<file path="src/rtl/ddr4_pkg.sv">
// Shared definitions for the DDR4 arbiter and its read/write executors.
//   CMD_WRITE / CMD_READ : MIG app_cmd encodings
//   exec_state_t         : one-hot executor state encoding (IDLE, BURST, DONE)
package ddr4_pkg;

  localparam logic [2:0] CMD_WRITE = 3'b000;
  localparam logic [2:0] CMD_READ  = 3'b001;

  typedef enum logic [2:0] {
    ST_IDLE  = 3'b001,
    ST_BURST = 3'b010,
    ST_DONE  = 3'b100
  } exec_state_t;

endpackage

</file>
<file path="src/rtl/ddr4_wr_ctrl.sv">
// Write-side executor for the DDR4 request arbiter.
// Watches the video-input FIFO, requests a slot once a full burst is buffered,
// and on grant streams BURST_LEN beats from the FIFO into the MIG user
// interface at incrementing frame-buffer addresses, then signals completion.
//
// Ports
//   clk, rst_n        : MIG ui_clk, asynchronous active-low reset
//   write_req         : one-cycle request pulse to the arbiter
//   wr_cmd_start      : one-cycle grant pulse from the arbiter
//   wr_end            : one-cycle burst-complete pulse to the arbiter
//   frame_sync        : restart addressing at BASE_ADDR (deferred to burst end)
//   fifo_rd_cnt/empty : FIFO read-side occupancy and empty flag
//   fifo_dout         : first-word-fall-through FIFO data
//   fifo_rd_en        : FIFO pop
//   app_*             : MIG command and write-data channels
//
// state | meaning
// ------+----------------------------------------------------------
// IDLE  | waiting for grant; may raise write_req
// BURST | moving beats FIFO -> MIG, one per xfer
// DONE  | wr_end high for this cycle, back to IDLE next edge
module ddr4_wr_ctrl
  import ddr4_pkg::*;
#(
  parameter int ADDR_W      = 29,
  parameter int DATA_W      = 512,
  parameter int BURST_LEN   = 64,
  parameter int ADDR_STEP   = 8,
  parameter int BASE_ADDR   = 0,
  parameter int FRAME_BEATS = 129600
) (
  input  logic                  clk,
  input  logic                  rst_n,
  output logic                  write_req,
  input  logic                  wr_cmd_start,
  output logic                  wr_end,
  input  logic                  frame_sync,
  input  logic [9:0]            fifo_rd_cnt,
  input  logic                  fifo_empty,
  input  logic [DATA_W-1:0]     fifo_dout,
  output logic                  fifo_rd_en,
  output logic                  app_en,
  output logic [2:0]            app_cmd,
  output logic [ADDR_W-1:0]     app_addr,
  input  logic                  app_rdy,
  output logic                  app_wdf_wren,
  output logic                  app_wdf_end,
  output logic [DATA_W-1:0]     app_wdf_data,
  output logic [DATA_W/8-1:0]   app_wdf_mask,
  input  logic                  app_wdf_rdy
);

  localparam int BEAT_W  = $clog2(BURST_LEN);
  localparam int FRAME_W = $clog2(FRAME_BEATS);

  localparam logic [9:0]         REQ_LEVEL       = 10'(BURST_LEN);
  localparam logic [BEAT_W-1:0]  LAST_BEAT       = BEAT_W'(BURST_LEN - 1);
  localparam logic [FRAME_W-1:0] LAST_FRAME_BEAT = FRAME_W'(FRAME_BEATS - 1);
  localparam logic [ADDR_W-1:0]  BASE            = ADDR_W'(BASE_ADDR);
  localparam logic [ADDR_W-1:0]  STEP            = ADDR_W'(ADDR_STEP);

  exec_state_t          state;
  logic [BEAT_W-1:0]    beat_cnt;
  logic [FRAME_W-1:0]   frame_cnt;
  logic                 req_pend;
  logic                 sync_pend;
  logic                 xfer;
  logic                 burst_ok;
  logic                 restart;

  assign burst_ok = (fifo_rd_cnt >= REQ_LEVEL);
  assign xfer     = (state == ST_BURST) & app_rdy & app_wdf_rdy & ~fifo_empty;

  assign app_en       = xfer;
  assign app_wdf_wren = xfer;
  assign app_wdf_end  = xfer;
  assign fifo_rd_en   = xfer;
  assign app_cmd      = CMD_WRITE;
  assign app_wdf_data = fifo_dout;
  assign app_wdf_mask = '0;

  // A frame_sync seen during a burst is held until the DONE->IDLE edge so a
  // burst never straddles two frames.
  assign restart = ((state == ST_IDLE) & frame_sync) |
                   ((state == ST_DONE) & (sync_pend | frame_sync));

  always_ff @(posedge clk or negedge rst_n) begin
    if (!rst_n) begin
      state     <= ST_IDLE;
      beat_cnt  <= '0;
      req_pend  <= 1'b0;
      sync_pend <= 1'b0;
      write_req <= 1'b0;
      wr_end    <= 1'b0;
    end else begin
      write_req <= 1'b0;
      wr_end    <= 1'b0;
      case (state)
        ST_IDLE: begin
          if (!req_pend && burst_ok) begin
            write_req <= 1'b1;
            req_pend  <= 1'b1;
          end
          if (wr_cmd_start) state <= ST_BURST;
        end
        ST_BURST: begin
          if (frame_sync) sync_pend <= 1'b1;
          if (xfer) begin
            if (beat_cnt == LAST_BEAT) begin
              beat_cnt <= '0;
              wr_end   <= 1'b1;
              state    <= ST_DONE;
            end else begin
              beat_cnt <= beat_cnt + BEAT_W'(1);
            end
          end
        end
        ST_DONE: begin
          // wr_end is high now, so the old request is retired on this edge;
          // a fresh one is raised on the same edge so it lands right after wr_end.
          req_pend  <= burst_ok;
          write_req <= burst_ok;
          sync_pend <= 1'b0;
          state     <= ST_IDLE;
        end
        default: state <= ST_IDLE;
      endcase
    end
  end

  always_ff @(posedge clk or negedge rst_n) begin
    if (!rst_n) begin
      app_addr  <= BASE;
      frame_cnt <= '0;
    end else if (restart) begin
      app_addr  <= BASE;
      frame_cnt <= '0;
    end else if (xfer) begin
      if (frame_cnt == LAST_FRAME_BEAT) begin
        app_addr  <= BASE;
        frame_cnt <= '0;
      end else begin
        app_addr  <= app_addr + STEP;
        frame_cnt <= frame_cnt + FRAME_W'(1);
      end
    end
  end

endmodule

</file>
<file path="config.mk">
export PLATFORM = sky130hd
export DESIGN_NAME = ddr4_wr_ctrl
export DESIGN_NICKNAME = d
export VERILOG_FILES = /design/src/rtl/ddr4_pkg.sv /design/src/rtl/ddr4_wr_ctrl.sv
export SDC_FILE = /design/constraint.sdc
export NUM_CORES = 1
export LEC_CHECK = 0
export CAP_MARGIN = 40
export CORE_AREA = 5 5 445 447
export CTS_CLUSTER_DIAMETER = 80
export DETAILED_ROUTE_END_ITERATION = 8
export DIE_AREA = 0 0 450 452
export GPL_TIMING_DRIVEN = 0
export REMOVE_ABC_BUFFERS = 1
export SYNTH_ARGS = -nofsm -noshare
export SYNTH_HDL_FRONTEND = slang
export SYNTH_SLANG_ARGS = --single-unit
</file>
<file path="constraint.sdc">
create_clock -name clk -period 2.39 [get_ports clk]
set_input_delay 0.3585 -clock clk [delete_from_list [all_inputs] [get_ports clk]]
set_output_delay 0.3585 -clock clk [all_outputs]
set_load 0.1 [all_outputs]
</file>
==> results of run 1 <==
-- metrics by stage --
| step | util | std cells | hold slack [ns] | area [um2] |
|---|---|---|---|---|
| 2_1_floorplan | - | 391 | 0.0629 | 3190 |
| 3_3_place_gp | 0.0350 | 2975 | 0.461 | 6790 |
| 3_5_place_dp | 0.0375 | 3007 | 0.470 | 7260 |
| 4_1_cts | 0.0390 | 3026 | 0.153 | 7570 |
| 5_1_grt | 0.0393 | 3028 | 0.193 | 7610 |
| 6_report | 0.0393 | 3028 | 0.139 | 7610 |
-- sequential cells by signal, indices dropped and copies added (netlist names) --
signal / count
wr_end: 1
beat_cnt: 6
app_addr: 26
req_pend: 1
state: 3
frame_cnt: 17
write_req: 1
sync_pend: 1
-- cells in the mapped netlist, types with 6 or more instances --
cell type,instances
nor3_1,9
a21oi_1,24
nand2_1,34
inv_1,14
buf_2,6
buf_4,587
a21o_1,8
or3_1,9
a31oi_1,13
dfrtp_1,55
o21ai_0,36
nand4_1,14
nor2_1,19
nand3_1,25
-- power breakdown --
group	switching, mW	leakage [nW]	total [mW]	internal (mW)
registers	0.106	0.760	1.14	1.03
clock network	0.348	0.0840	0.847	0.499
logic	1.14	1.19	1.51	0.364
total	1.60	2.03	3.49	1.89
-- timing repair --
item	4_1_cts	5_1_grt
resized for setup	21	2
setup endpoints to repair	51	22
setup buffers	11	2
pin swaps	2	1
-- area by class of cell --
type,count,share of cell area
inverter,15,0.0109
clock inverter,3,0.00625
tap,2542,0.418
clock buffer,5,0.0164
timing repair buffer,87,0.133
sequential,56,0.185
multi-input combinational,320,0.230
-- critical path: stages (launching register included) --
cell and delay [ns]:
dfstp_2 0.60, nor2b_1 0.08, nand4_1 0.15, bufinv_16 0.22
buf_4 0.16, dlygate4sd2_1 0.28, buf_12 0.17
-- worst paths after layout --
check                                to  cells past startpoint  slack [ns]
max in group asynchronous  app_addr[21]                      2        1.64
setup / recovery           app_wdf_wren                      6        0.07
min in group clk            beat_cnt[4]                      1        0.50
hold / removal                write_req                      1        0.14
hold reg to reg             beat_cnt[4]                      1        0.50
setup reg to reg           app_addr[22]                      6        0.12
-- placed cells by master (no fill, tap or decap), types with 9 or more instances in the layout --
| master | n |
|---|---|
| a21oi_1 | 24 |
| buf_8 | 25 |
| a31oi_1 | 13 |
| buf_4 | 12 |
| clkdlybuf4s50_1 | 31 |
| nor2_1 | 18 |
| nand4_1 | 14 |
| nor3_1 | 9 |
| nand3_1 | 25 |
| inv_1 | 13 |
| or3_1 | 9 |
| conb_1 | 70 |
| nand2_1 | 34 |
| o21ai_0 | 36 |
| dfrtp_1 | 54 |
-- cell families after synthesis --
logic type                 synth area share
AOI/OAI and AO/OA                    0.0902
xor gates and xnor gates            0.00355
adders and majority gates           0.00507
buffers and inverters                 0.612
DFF                                   0.190
muxes                               0.00271
other                              0.000507
and+or+nand+nor                      0.0964
-- per-layer routing --
layer  part of all wire  wire [um]  vias to the layer above
met5              0.021       6370                        -
met4              0.071      21500                       68
met3               0.35     105000                      165
met2               0.53     160000                     2398
met1              0.026       7850                     2418
li1                   -          -                     1474
==> flow_metrics.tcl, run 1 <==
set metrics [dict create \
    result_of_the_run "completed" \
    synth_top_cell_by_area "buf_4" \
    asyncSetResetFlopFracSynth 1.00 \
    cts_hold_repair.buffers 0 \
    yosys_register_bits 56 \
    groute.usage.overall 0.285 \
    num-fill-cells 23010 \
    cp-startpoint "state[0]" \
    dr.pass1.iters 4 \
    mapped_cell_area_um2 7400 \
    timing.final.max_slew_violations 0 \
    leak_nw 2.03 \
    synth_ff_type "dfrtp_1" \
    synth_top_area_share 0.596 \
    num_antenna_cells 0 \
    grt_max_degree 32 \
    finalCritPeriodShare 0.971 \
    antenna_found_initial 1 \
    final.setup_skew_ns 0.00841 \
    finalSetupViolations 0 \
    drc_violations_left 0 \
    drt_first_iter_violations 1053 \
    final-seq-area_um2 1400 \
    dr_total_vias 6523 \
    die_area_um2 203000 \
    finalCriticalPeriod_ns 2.32 \
    place.detailed.hpwl_um 297000 \
    htree_levels 2 \
    timing_worst_slew_pin_value_ns 0.863 \
    placer_congestion 1.37 \
    post_synth.cell_area_avg_um2 8.04 \
    yosysWarningCount 0 \
    flow.area_growth_from_synthesis_pct 2.84 \
    io-pin-count 1143 \
    count_of_buffers_from_port_buffering 42 \
    multiInputGateArea_um2 1750 \
    grt_first_pass_wirelength_um 313000 \
    clk_transition_reported_paths_ns 0.08 \
    core_area_um2 194000 \
    totalNegativeSetupSlack_ns 0 \
    fp.dieH_um 452 \
    pre_cts_slack_ns -1.46 \
    p_per_area_nw_per_um2 459 \
    crit_arrival_ns 1.96 \
    gr-total-overflow 0 \
    synth-seq-area-share 0.190 \
    number_of_flops_mapped_to_enable_cells_by_yosys 0 \
    die_x_um 450 \
    cts_max_path_buffers 2 \
    power.total_mw 3.49 \
    globalRouteMet3Util 0.480 \
    insertion_delay_ns 0.29 \
    tritoncts "built" \
    avgRoutedWirePerCell_um 99.4 \
    peakVddDrop_mv 0.309 \
    postLayoutSetupSlackWorst_ns 0.0687 \
    critical_path.startpoint_type "flip-flop" \
    clk_sinks 56 \
    cp.required_ns 2.03 \
    initial_utilization 0.0382 \
    wirelength_um 301000 \
    grt.met1_usage 0.0168 \
    hold_viol 0 \
    yosys-top-cells-area "buf_4, dfrtp_1, o21ai_0" \
    timing.hold.worst.class "in2async" \
    critPathCaptureType "output pin" \
    syn-instance-count 920 \
    cts.root.buffer_cell "clkbuf_16" \
    worst_r2r_startpoint "state[2]" \
    path_max_fanout 8 \
    cell_variety_after_synth 48 \
    numCtsBuffers 5 \
    std_cell_rows 162 \
    final_antenna_net_count 0 \
    route.detailed.vias_per_inst 2.15 \
    drive_above_1_share 0.150 \
    met2_usage 0.549 \
    worst_slew_margin_rel 0.417 \
    grt.busiest_layer "met2" \
    path_class "reg2out" \
    grt_pass1_vias 4411 \
    maxCapViolations 0 \
    setup_repair_after_global_routing_missed_its_margin "true" \
    timing.fmax_ghz 0.431 \
    layout_net_count 1017 \
]
(Power assumes the default switching activity.)
==> run 2, diff against run 1 <==
--- a/config.mk
+++ b/config.mk
@@ -6,10 +6,10 @@
 export NUM_CORES = 1
 export LEC_CHECK = 0
 export CAP_MARGIN = 40
-export CORE_AREA = 5 5 445 447
+export CORE_AREA = 2 2 442 444
 export CTS_CLUSTER_DIAMETER = 80
 export DETAILED_ROUTE_END_ITERATION = 8
-export DIE_AREA = 0 0 450 452
+export DIE_AREA = 0 0 444 446
 export GPL_TIMING_DRIVEN = 0
 export REMOVE_ABC_BUFFERS = 1
 export SYNTH_ARGS = -nofsm -noshare
==> flow_metrics.tcl, run 2 (synthesis gave the netlist of run 1 again) <==
set metrics [dict create \
    result_of_the_run "completed" \
    initial_utilization 0.0382 \
    setup_repair_after_global_routing_missed_its_margin "true" \
    pwr-share-seq 0.316 \
    cts_max_path_buffers 2 \
    max_stage_delay_ns 0.54 \
    finalCriticalPeriod_ns 2.37 \
    finalCoreUtilization 0.0392 \
    mostFrequentLayoutCells "conb_1, dfrtp_1, o21ai_0" \
    comb_power_share 0.420 \
    drt_first_iter_violations 825 \
    cts.root.buffer_cell "clkbuf_16" \
    layout_net_count 1014 \
    finalSetupViolations 0 \
    io-pin-count 1143 \
    final-seq-area_um2 1400 \
    globalRouteMet3Util 0.464 \
    avgRoutedWirePerCell_um 99.5 \
    gr-total-overflow 0 \
    slowest_stage "clkdlybuf4s50_1" \
    clk_transition_reported_paths_ns 0.07 \
    place.detailed.hpwl_um 297000 \
    final.hold.worst_slack_ns 0.0765 \
    maxCapViolations 0 \
    critical_path.startpoint_type "primary input" \
    antenna_found_initial 3 \
    power.share.clock 0.264 \
    registers_with_the_most_flip_flops "app_addr: 26 flops, frame_cnt: 17 flops, beat_cnt: 6 flops" \
    groute.usage.overall 0.294 \
    dr.pass1.iters 5 \
    count_of_buffer_and_inverter_cells_on_the_critical_path 6 \
    core_area_um2 194000 \
    finalCritPeriodShare 0.991 \
    die_x_um 444 \
    flow.area_growth_from_synthesis_pct 2.59 \
    numCtsBuffers 5 \
    p_per_area_nw_per_um2 468 \
    drive_above_1_share 0.141 \
    grt.met1_usage 0.0319 \
    htree_levels 2 \
    route.detailed.vias_per_inst 2.10 \
    drc_violations_left 0 \
    leak_nw 2.02 \
    fp.dieH_um 446 \
    cts_hold_repair.buffers 0 \
    clk_sinks 56 \
    crit_arrival_ns 2.01 \
    final-instance-count-excl-fill 3025 \
    wirelength_um 301000 \
    path_max_fanout 9 \
    hold_viol 0 \
    cellInternalPower_mw 1.98 \
    num-fill-cells 22845 \
    met2_usage 0.535 \
    tritoncts "built" \
    crit_path_cell_trace "clkdlybuf4s50_1, nand4_1, clkinvlp_4, buf_4, buf_16, dlygate4sd2_1, buf_12" \
    layout_commonest_cell "conb_1" \
    path_class "in2out" \
    grt_pass1_vias 4301 \
    placer_congestion 1.29 \
    insertion_delay_ns 0.29 \
    crit_family "buffers and inverters" \
    die_area_um2 198000 \
    std_cell_rows 162 \
    dr_total_vias 6353 \
    timing.final.max_slew_violations 0 \
    timing.fmax_ghz 0.422 \
    largest_register_ff_count 26 \
    switching_share 0.444 \
    timing.hold.worst.class "in2async" \
    grt.busiest_layer "met2" \
    net-switching-power_mw 1.58 \
    cp.required_ns 2.03 \
    grt_first_pass_wirelength_um 311000 \
    placedCellCount 3007 \
    count_of_buffers_from_port_buffering 42 \
    critPathCaptureType "output pin" \
    grt_max_degree 33 \
    multiInputGateArea_um2 1750 \
    num_antenna_cells 0 \
    worst_slew_margin_rel 0.493 \
    peakVddDrop_mv 0.365 \
    largest-register "app_addr" \
    final.setup_skew_ns 0.00916 \
    final_antenna_net_count 0 \
    timing_worst_slew_pin_value_ns 0.749 \
]
==> run 2: power by group through the flow <==
stage | Combinational, mW | Sequential (mW) | Clock (mW)
after floorplan | 0.781 | 1.40 | 0
after global placement | 1.28 | 1.15 | 0
after detailed placement | 1.45 | 1.15 | 0
after CTS | 1.49 | 1.12 | 0.953
after global routing | 1.56 | 1.14 | 0.984
final | 1.49 | 1.12 | 0.938
==> run 2: path summary, 6_finish.rpt <==
| path | start | end | slack (ns) | cells past startpoint |
|---|---|---|---|---|
| worst max-delay path | app_rdy | app_wdf_wren | 0.02 | 7 |
| worst min-delay path | rst_n | wr_end | 0.08 | 1 |
| worst max register to register | state[0] | app_addr[22] | 0.05 | 6 |
| worst min register to register | beat_cnt[4] | beat_cnt[4] | 0.50 | 1 |
| max in group asynchronous | rst_n | app_addr[20] | 1.71 | 2 |
| min in group clk | beat_cnt[4] | beat_cnt[4] | 0.50 | 1 |
==> run 2: final cells by class <==
| type | instances | area share |
|---|---|---|
| Clock buffer | 6 | 0.0170 |
| Tap cell | 2542 | 0.419 |
| Inverter | 15 | 0.00791 |
| Clock inverter | 2 | 0.00791 |
| Multi-Input combinational cell | 320 | 0.230 |
| Sequential cell | 56 | 0.185 |
| Timing Repair Buffer | 84 | 0.133 |
==> run 2: per-layer routing <==
layer  vias to the layer above  share of wire
met2                      2189           0.51
met4                        78          0.094
met1                      2390          0.045
met3                       228           0.33
met5                         -          0.020
li1                       1468              -
==> run 2: stage by stage <==
| step | power, mW | area, um2 | setup WS, ns | setup TNS, ns |
|---|---|---|---|---|
| detailed placement | 2.61 | 7280 | -1.70 | -69.34 |
| global placement | 2.43 | 6790 | -2.46 | -145.36 |
| global route | 3.68 | 7590 | -0.0873 | -0.767 |
| floorplan | 2.18 | 3190 | -2.67 | -110.79 |
| CTS | 3.57 | 7590 | 0.0466 | 0 |
| finish | 3.55 | 7590 | 0.0216 | 0 |
==> run 2: repair_timing <==
item | CTS | global route
pin swaps | 2 | 1
endpoints found under the setup margin | 51 | 19
setup buffers | 10 | 0
resized for setup | 15 | 0
==> run 3, diff against run 2 <==
--- a/config.mk
+++ b/config.mk
@@ -5,12 +5,11 @@
 export SDC_FILE = /design/constraint.sdc
 export NUM_CORES = 1
 export LEC_CHECK = 0
-export CAP_MARGIN = 40
 export CORE_AREA = 2 2 442 444
 export CTS_CLUSTER_DIAMETER = 80
 export DETAILED_ROUTE_END_ITERATION = 8
 export DIE_AREA = 0 0 444 446
-export GPL_TIMING_DRIVEN = 0
+export GPL_TIMING_DRIVEN = 1
 export REMOVE_ABC_BUFFERS = 1
 export SYNTH_ARGS = -nofsm -noshare
 export SYNTH_HDL_FRONTEND = slang
==> flow_metrics.tcl, run 3 (synthesis gave the netlist of run 1 again) <==
set metrics [dict create \
    result_of_the_run "completed" \
    power.total_mw 3.26 \
    hold_viol 0 \
    num-fill-cells 22909 \
    timing.fmax_ghz 0.430 \
    die_area_um2 198000 \
    htree_levels 2 \
    post-cts-setup-buffer-count 0 \
    drc_violations_left 0 \
    path_class "in2out" \
    grt.met1_usage 0.0145 \
    numCtsBuffers 5 \
    clk_transition_reported_paths_ns 0.07 \
    pre_cts_slack_ns -0.195 \
    mostFrequentLayoutCells "conb_1, dfrtp_1, buf_4" \
    largest_register_ff_count 26 \
    cp.required_ns 2.03 \
    worst_path_most_repeated_cell "buf_4" \
    r2r_slack_ns 0.16 \
    leak_nw 1.86 \
    place.detailed.hpwl_um 297000 \
    dr_total_vias 6601 \
    crit_path_cell_trace "clkdlybuf4s50_1, buf_4, nand4_1, inv_1, buf_4, buf_4, buf_12" \
    largest-register "app_addr" \
    cts_max_path_buffers 2 \
    num_antenna_cells 0 \
    slowest_stage "clkdlybuf4s50_1" \
    crit_arrival_ns 1.97 \
    finalCoreUtilization 0.0367 \
    gr-total-overflow 0 \
    timing_worst_slew_pin_value_ns 1.16 \
    grt_pass1_vias 4127 \
    worstReg2RegEnd "frame_cnt[15]" \
    grt.busiest_layer "met2" \
    path_max_fanout 9 \
    postLayoutSetupSlackWorst_ns 0.0639 \
    grt_max_degree 57 \
    p_per_area_nw_per_um2 459 \
    finalCritPeriodShare 0.973 \
    placedCellCount 2998 \
    totalNegativeSetupSlack_ns 0 \
    max_stage_delay_ns 0.46 \
    groute.usage.overall 0.294 \
    registers_with_the_most_flip_flops "app_addr: 26 flops, frame_cnt: 17 flops, beat_cnt: 6 flops" \
    core_area_um2 194000 \
    io-pin-count 1143 \
    cts_hold_repair.buffers 0 \
    met2_usage 0.564 \
    layout_commonest_cell "conb_1" \
    placer_congestion 1.29 \
    finalSetupViolations 0 \
    worst_slew_margin_rel 0.228 \
    timing.hold.worst.class "in2async" \
    count_of_buffers_from_port_buffering 42 \
    maxCapViolations 0 \
    die_x_um 444 \
    clk_sinks 56 \
    route.detailed.vias_per_inst 2.20 \
    grt_first_pass_wirelength_um 311000 \
    worst_r2r_startpoint "frame_cnt[8]" \
    dr.pass1.iters 5 \
    wirelength_um 301000 \
    ff2ff_path_depth 6 \
    finalCriticalPeriod_ns 2.33 \
    std_cell_rows 162 \
    initial_utilization 0.0382 \
    setup_repair_after_global_routing_missed_its_margin "true" \
    drive_above_1_share 0.159 \
    critical_path.startpoint_type "primary input" \
    flow.area_growth_from_synthesis_pct -3.99 \
    final_antenna_net_count 0 \
    layout_net_count 995 \
    drt_first_iter_violations 912 \
    antenna_found_initial 1 \
    critPathCaptureType "output pin" \
    insertion_delay_ns 0.29 \
    cts.root.buffer_cell "clkbuf_16" \
    timing.final.max_slew_violations 0 \
    final.setup_skew_ns 0.00801 \
    fp.dieH_um 446 \
    final-instance-count-excl-fill 3006 \
    avgRoutedWirePerCell_um 100 \
    peakVddDrop_mv 0.321 \
    tritoncts "built" \
    globalRouteMet3Util 0.487 \
]
run 3: changes by cell type in the layout (fill, tap and decap cells not counted), sizes merged:
| cell | delta |
|---|---|
| clkbuf | +1 |
| clkdlybuf4s50 | -23 |
| buf | +9 |
| bufinv | -2 |
| dlygate4sd2 | -5 |
| inv | +1 |
run 3: report_power, final:
group          switching [mW]  total (mW)  internal, mW
clock                   0.346       0.765         0.419
sequential             0.0963        1.13          1.03
combinational            1.11        1.37         0.257
run 3: through the flow:
step                      instance area [um2]  hold slack, ns
after floorplan                          3190          0.0629
after global placement                   6950           0.457
after detailed placement                 6950           0.481
after CTS                                7100           0.249
after global routing                     7100           0.272
final                                    7100           0.206
run 3: worst max-delay path: cells and delay by family:
| kind | cells | cell delay [ns] |
|---|---|---|
| buffers and inverters | 6 | 1.42 |
| and+or+nand+nor | 1 | 0.14 |
run 3: worst max-delay path by stage:
stage	slack (ns)	to	cells past startpoint	start
after floorplan	-2.67	app_addr[14]	6	state[2]
after global placement	-0.22	app_addr[7]	8	app_wdf_rdy
after detailed placement	-0.19	app_addr[8]	8	app_wdf_rdy
after CTS	0.01	app_wdf_wren	7	app_wdf_rdy
after global routing	-0.03	app_addr[7]	7	frame_sync
final	0.06	app_wdf_end	7	app_wdf_rdy
run 3: layer usage:
metal / up-vias / wire [um]
met3: 174 / 104000
met2: 2505 / 161000
met4: 78 / 20200
li1: 1426 / -
met1: 2418 / 7370
met5: - / 7770
run 3: cell type report:
type                            instances  area [um2]  area share
Inverter                               15        56.3     0.00793
Timing Repair Buffer                   65         583      0.0821
Tap cell                             2542        3180       0.448
Clock buffer                            7         143      0.0201
Clock inverter                          1        7.51     0.00106
Sequential cell                        56        1400       0.197
Multi-Input combinational cell        320        1730       0.243
run 3: timing repair:
| item | CTS | global route |
|---|---|---|
| endpoints found under the hold margin | 0 | 0 |
| setup endpoints to repair | 0 | 3 |
| gates resized for setup | 0 | 0 |
